$ cat src/rtl/gpio_bank_ctl.sv
// GPIO bank controller: SFR-programmed pad controls, 2-flop input sync, per-channel debounce,
// edge capture into W1C STATUS and a single irq. Define GPIOB_LEVEL_IRQ_EN to add the LVL register.
module gpio_bank_ctl #(
  parameter int NCH = 7,
  parameter int DBW = 4
) (
  input  logic           i_clk,
  input  logic           i_rstz,
  input  logic [3:0]     sfr_addr,
  input  logic           sfr_wr,
  input  logic [7:0]     sfr_wdat,
  output logic [7:0]     sfr_rdat,
  input  logic [NCH-1:0] di_gpio,
  output logic [NCH-1:0] do_gpio,
  output logic [NCH-1:0] oe_gpio,
  output logic [NCH-1:0] pu_gpio,
  output logic [NCH-1:0] pd_gpio,
  output logic [NCH-1:0] ie_gpio,
  output logic           irq
);

  localparam logic [3:0] A_OE     = 4'd0;
  localparam logic [3:0] A_DO     = 4'd1;
  localparam logic [3:0] A_PU     = 4'd2;
  localparam logic [3:0] A_PD     = 4'd3;
  localparam logic [3:0] A_IE     = 4'd4;
  localparam logic [3:0] A_DBEN   = 4'd5;
  localparam logic [3:0] A_RISE   = 4'd6;
  localparam logic [3:0] A_FALL   = 4'd7;
  localparam logic [3:0] A_STATUS = 4'd8;
  localparam logic [3:0] A_FILT   = 4'd9;
  localparam logic [3:0] A_DBTHR  = 4'd10;
`ifdef GPIOB_LEVEL_IRQ_EN
  localparam logic [3:0] A_LVL    = 4'd11;
`endif

  logic [NCH-1:0] oe_q, do_q, pu_q, pd_q, ie_q, dben_q, rise_q, fall_q;
  logic [NCH-1:0] status_q, status_d;
  logic [DBW-1:0] dbthr_q;
  logic [NCH-1:0] s1_q, s2_q;
  logic [NCH-1:0] filt_q, filt_d, filt_dly_q;
  logic [DBW-1:0] cnt_q [NCH];
  logic [DBW-1:0] cnt_d [NCH];
`ifdef GPIOB_LEVEL_IRQ_EN
  logic [NCH-1:0] lvl_q;
`endif

  logic [NCH-1:0] wdat_ch;
  logic [DBW-1:0] wdat_thr;
  logic           unused_wdat;
  logic           wr_oe, wr_do, wr_pu, wr_pd, wr_ie, wr_dben, wr_rise, wr_fall;
  logic           wr_status, wr_dbthr;
  logic [NCH-1:0] rise_ev, fall_ev, stat_set, stat_clr;

  assign wdat_ch     = sfr_wdat[NCH-1:0];
  assign wdat_thr    = sfr_wdat[DBW-1:0];
  assign unused_wdat = ^sfr_wdat;

  assign wr_oe     = sfr_wr && (sfr_addr == A_OE);
  assign wr_do     = sfr_wr && (sfr_addr == A_DO);
  assign wr_pu     = sfr_wr && (sfr_addr == A_PU);
  assign wr_pd     = sfr_wr && (sfr_addr == A_PD);
  assign wr_ie     = sfr_wr && (sfr_addr == A_IE);
  assign wr_dben   = sfr_wr && (sfr_addr == A_DBEN);
  assign wr_rise   = sfr_wr && (sfr_addr == A_RISE);
  assign wr_fall   = sfr_wr && (sfr_addr == A_FALL);
  assign wr_status = sfr_wr && (sfr_addr == A_STATUS);
  assign wr_dbthr  = sfr_wr && (sfr_addr == A_DBTHR);

  always_ff @(posedge i_clk or negedge i_rstz) begin
    if (!i_rstz) begin
      oe_q    <= '0;
      do_q    <= '0;
      pu_q    <= '0;
      pd_q    <= '0;
      ie_q    <= '1;
      dben_q  <= '0;
      rise_q  <= '0;
      fall_q  <= '0;
      dbthr_q <= '0;
    end else begin
      if (wr_oe)    oe_q    <= wdat_ch;
      if (wr_do)    do_q    <= wdat_ch;
      if (wr_pu)    pu_q    <= wdat_ch;
      if (wr_pd)    pd_q    <= wdat_ch;
      if (wr_ie)    ie_q    <= wdat_ch;
      if (wr_dben)  dben_q  <= wdat_ch;
      if (wr_rise)  rise_q  <= wdat_ch;
      if (wr_fall)  fall_q  <= wdat_ch;
      if (wr_dbthr) dbthr_q <= wdat_thr;
    end
  end

`ifdef GPIOB_LEVEL_IRQ_EN
  logic wr_lvl;
  assign wr_lvl = sfr_wr && (sfr_addr == A_LVL);

  always_ff @(posedge i_clk or negedge i_rstz) begin
    if (!i_rstz)     lvl_q <= '0;
    else if (wr_lvl) lvl_q <= wdat_ch;
  end
`endif

  // Conflicting pull requests leave the pad floating rather than fighting itself.
  assign oe_gpio = oe_q;
  assign do_gpio = do_q;
  assign ie_gpio = ie_q;
  assign pu_gpio = pu_q & ~pd_q;
  assign pd_gpio = pd_q & ~pu_q;

  always_comb begin
    for (int i = 0; i < NCH; i++) begin
      filt_d[i] = filt_q[i];
      cnt_d[i]  = cnt_q[i];
      if (!dben_q[i]) begin
        filt_d[i] = s2_q[i];
        cnt_d[i]  = '0;
      end else if (s2_q[i] == filt_q[i]) begin
        cnt_d[i] = '0;
      end else if (cnt_q[i] >= dbthr_q) begin
        // >= so that lowering DBTHR below a running count releases at once.
        filt_d[i] = s2_q[i];
        cnt_d[i]  = '0;
      end else if (cnt_q[i] != '1) begin
        cnt_d[i] = cnt_q[i] + DBW'(1);
      end
      if (!ie_q[i]) cnt_d[i] = '0;
    end
  end

  always_ff @(posedge i_clk or negedge i_rstz) begin
    if (!i_rstz) begin
      s1_q       <= '0;
      s2_q       <= '0;
      filt_q     <= '0;
      filt_dly_q <= '0;
      for (int i = 0; i < NCH; i++) cnt_q[i] <= '0;
    end else begin
      s1_q       <= di_gpio & ie_q;
      s2_q       <= s1_q & ie_q;
      filt_q     <= filt_d;
      filt_dly_q <= filt_q;
      for (int i = 0; i < NCH; i++) cnt_q[i] <= cnt_d[i];
    end
  end

  assign rise_ev  = filt_q & ~filt_dly_q;
  assign fall_ev  = ~filt_q & filt_dly_q;
  assign stat_set = (rise_ev & rise_q) | (fall_ev & fall_q);
  assign stat_clr = wr_status ? wdat_ch : '0;

  always_comb begin
    status_d = (status_q & ~stat_clr) | stat_set;
`ifdef GPIOB_LEVEL_IRQ_EN
    // Level channels mirror the selected polarity of filt and ignore W1C.
    status_d = (status_d & ~lvl_q) | (lvl_q & ((filt_q & rise_q) | (~filt_q & fall_q)));
`endif
  end

  always_ff @(posedge i_clk or negedge i_rstz) begin
    if (!i_rstz) status_q <= '0;
    else         status_q <= status_d;
  end

  assign irq = |status_q;

  always_comb begin
    sfr_rdat = '0;
    case (sfr_addr)
      A_OE:     sfr_rdat[NCH-1:0] = oe_q;
      A_DO:     sfr_rdat[NCH-1:0] = do_q;
      A_PU:     sfr_rdat[NCH-1:0] = pu_q;
      A_PD:     sfr_rdat[NCH-1:0] = pd_q;
      A_IE:     sfr_rdat[NCH-1:0] = ie_q;
      A_DBEN:   sfr_rdat[NCH-1:0] = dben_q;
      A_RISE:   sfr_rdat[NCH-1:0] = rise_q;
      A_FALL:   sfr_rdat[NCH-1:0] = fall_q;
      A_STATUS: sfr_rdat[NCH-1:0] = status_q;
      A_FILT:   sfr_rdat[NCH-1:0] = filt_q;
      A_DBTHR:  sfr_rdat[DBW-1:0] = dbthr_q;
`ifdef GPIOB_LEVEL_IRQ_EN
      A_LVL:    sfr_rdat[NCH-1:0] = lvl_q;
`endif
      default:  sfr_rdat = '0;
    endcase
  end

endmodule

$ cat config.mk
export PLATFORM = sky130hd
export DESIGN_NAME = gpio_bank_ctl
export DESIGN_NICKNAME = d
export VERILOG_FILES = /design/src/rtl/gpio_bank_ctl.sv
export SDC_FILE = /design/constraint.sdc
export NUM_CORES = 1
export LEC_CHECK = 0
export ABC_AREA = 1
export CAP_MARGIN = 20
export CORE_MARGIN = 2
export CORE_UTILIZATION = 55
export CTS_BUF_LIST = sky130_fd_sc_hd__clkbuf_4 sky130_fd_sc_hd__clkbuf_8
export DETAILED_ROUTE_END_ITERATION = 16
export PLACE_DENSITY = 0.88
export SLEW_MARGIN = 25
export SYNTH_ARGS = -nofsm -noshare
export SYNTH_HDL_FRONTEND = slang
export SYNTH_SLANG_ARGS = --single-unit
$ cat constraint.sdc
create_clock -name i_clk -period 1.8 [get_ports i_clk]
set_input_delay 0.45 -clock i_clk [delete_from_list [all_inputs] [get_ports i_clk]]
set_output_delay 0.45 -clock i_clk [all_outputs]
set_load 0.02 [all_outputs]
==> summary.md <==
| Metric | Value |
|---|---|
| Crit Path Category | flip-flop to output port |
| DIE AREA | ~13,000 um2 |
| Routed WL | between 15 and 20 mm |
| Clk buf depth | 2 |
| Avg WL per Cell | between 15 and 20 um |
| Final WS setup | -143 ps |
| Crit-path max FO | 3 |
| Share of post-route cells with drive strength above 1 | 22.7% |
| Area leader, netlist | dfrtp_1 |
| Outcome | finished with violations |
| Starting density of the core | approximately 57% |
| P_leak | about 4.4 nW |
| Vias in the first global route | ~6,400 |
| Main synth FF type | dfrtp_1 |
| Beginning of the critical path | dben_q[2] |
| Top cell type's share of synthesized area | 44.4% |
| DR WL met2 | between 9 and 10 mm |
| Failing checks | design-rule violations, negative setup slack |
| Final period utilization | 108% |
| Top-count cell post-synth | nand2_1 |
| EDFF count, synth | 0 |
| Wire length on met1 | roughly 7.3 mm |
| Reg with most FFs | cnt_q |
| Worst-Skew Late Latency | around 450 ps |
| Residual DRC | 2 |
| GRT Residual Overflow | 0 |
| # IOs | 66 |
| Die height | around 110 um |
| Total CTS buffers | 17 |
| Post-Syn Area | about 6500 um2 |
| Crit path capture | sfr_rdat[2] |
| VDD IR max | about 1 mV |
| Global-route usage over all layers | between 30% and 40% |
| Max reg flops | 28 |
| R2R Path End | cnt_q[2] |
| R2R Path Start | dbthr_q[3] |
| Root buf cell | clkbuf_8 |
| H-tree levels | 4 |
| Syn_nets | roughly 900 |
| Top sig layer | met4 |
| TritonCTS clock tree | done |
| Gpl congestion | between 0.9 and 1 |
| Hold WC Path Type | flip-flop to flip-flop |
| Flop and latch count out of synthesis | approximately 120 |
| Seq/Total Area, Yosys | between 40% and 50% |
| Asr flop ratio synth | 100% |
| # diodes | 0 |
| YS warnings | 0 |
| Tmin final | about 1900 ps |
| Iteration-0 DRC Markers | 685 |
| Pwr dens | between 1000 and 1500 nW/um2 |
| Vias per inst | 5.80 |
| WL met3 | around 1.5 mm |
| Total Power | approximately 8.7 mW |
| Synth top cells by count | nand2_1 (231), dfrtp_1 (116), nand3_1 (110), inv_1 (107), nor2_1 (86) |
| MaxCap Viol Count | 0 |
| NumNets Final | roughly 1,000 |
| CP arrival | 1490 ps |
| IO buf count | 63 |
| Row count | 39 |
| Internal reg-to-reg setup slack | about 70 ps |
| Top post-synthesis cells by area | dfrtp_1 (44%), nand2_1 (13%), nand3_1 (8.4%), ha_1 (6.7%), o21ai_0 (6.3%) |
| First-pass GRT wire length | slightly above 30 mm |
| Gate Count Post-Synth | roughly 840 |
| Pins Over Slew Limit | 0 |
| Detailed placement HPWL | 12.0 mm |
| Startpoint Class | flip-flop |
| P&R area growth vs syn | 31.4% |
| Largest net degree at the start of global routing | 46 |
| Endpoints failing setup | 8 |
| Maximum clock frequency | 515 MHz |
| Initial antenna violation count | 0 |
| Finished Layout Cells | 1,140 |
| Die width | around 110 um |
| Distinct cell type count after synthesis | 26 |
| RSZ-0062 raised after global routing | true |
| Clock slew at reported path FFs | 80 ps |
| Placed insts | between 1,000 and 1,500 |
| DR vias | between 6,000 and 7,000 |
| 1st-pass router iterations | 12 |
| Reg2Reg Depth | 7 |
| CP endpoint kind | output port |
| Post-DRT Antenna Nets | 0 |
| Clock sink total | roughly 120 |
| Clock Skews | about 8.7 ps |
| Data required time of the worst path | about 1400 ps |
| Avg Inst Size Synth | between 7 and 8 um2 |
| Final hold viol count | 0 |
| Core area | about 12,000 um2 |
==> what timing repair did <==
item,in CTS,in global routing
gates cloned,3,0
endpoints found under the setup margin,43,34
hold buffers,1,0
resized for setup,201,51
pin swaps,39,21
buffers inserted,7,1
hold endpoints to repair,23,0
==> layer usage <==
layer  track usage (%)  vias to the layer above
li1                  -                     2980
met1              36.7                     3124
met2              51.5                      375
met3              7.82                      137
met4              16.0                        0
met5                 0                        -
==> power breakdown <==
group | leakage, nW | internal, mW | switching, mW
Sequential | 1.60 | 3.20 | 0.426
Clock | 0.222 | 1.63 | 1.20
Combinational | 2.55 | 0.905 | 1.32
Total | 4.36 | 5.74 | 2.95
==> cell usage in the layout (no fill, tap or decap), types with 8 or more instances in the layout <==
master and count:
nand2_1 221, dfrtp_1 114, inv_1 102, nand3_1 87, o21ai_0 83, nor2_1 75, buf_4 66, ha_1 35
nand3_2 22, clkbuf_8 20, clkdlybuf4s50_1 15, buf_2 15, buf_6 14, dlygate4sd2_1 14, nor2_2 12, nand2_2 11
buf_12 9, nor2_4 8
==> cells by family after synthesis <==
family                   synth area share, %
buffers and inverters                   7.90
adder cells (fa/ha/maj)                 6.69
AND/OR/NAND/NOR                         28.9
other                                 0.0573
XOR/XNOR                                1.20
AO/OA/AOI/OAI                           8.03
flip-flops                              47.2
==> cell type report <==
cell class	instances	area, um2
multi-input combinational	594	3180
sequential	123	3090
fill	712	2920
timing repair buffer	139	1270
inverter	109	414
clock buffer	20	275
clock inverter	12	186
tap	143	179
==> through the flow <==
step | setup TNS, ps | worst slack [ps] | hold slack (ps) | utilization (%) | cell area (um2)
after floorplan | 0 | 42.4 | 154 | - | 6540
after global placement | -15610 | -952 | 396 | 67.9 | 7820
after detailed placement | -18950 | -998 | 400 | 67.9 | 7820
after CTS | -565 | -98.1 | 437 | 73.7 | 8480
after global routing | -1280 | -278 | 470 | 74.7 | 8600
final | -856 | -143 | 435 | 74.7 | 8600
==> critical path, cell delays in order (launching register included) <==
cell,delay (ps)
dfrtp_1,420
nand3_1,130
nand2_2,80
nor2_2,160
nand3_2,110
buf_6,150
==> worst min path at each step <==
stage            start    endpoint  slack, ps  cells after the start
2_1_floorplan   i_rstz    cnt_q[0]        150                      0
3_3_place_gp    i_rstz  oe_gpio[5]        400                      1
3_5_place_dp    i_rstz  oe_gpio[5]        400                      1
4_1_cts        s1_q[2]     s2_q[2]        440                      2
5_1_grt        s1_q[2]     s2_q[2]        470                      2
6_report       s1_q[2]     s2_q[2]        430                      2
Note: power is estimated with default switching activity, not from simulation.
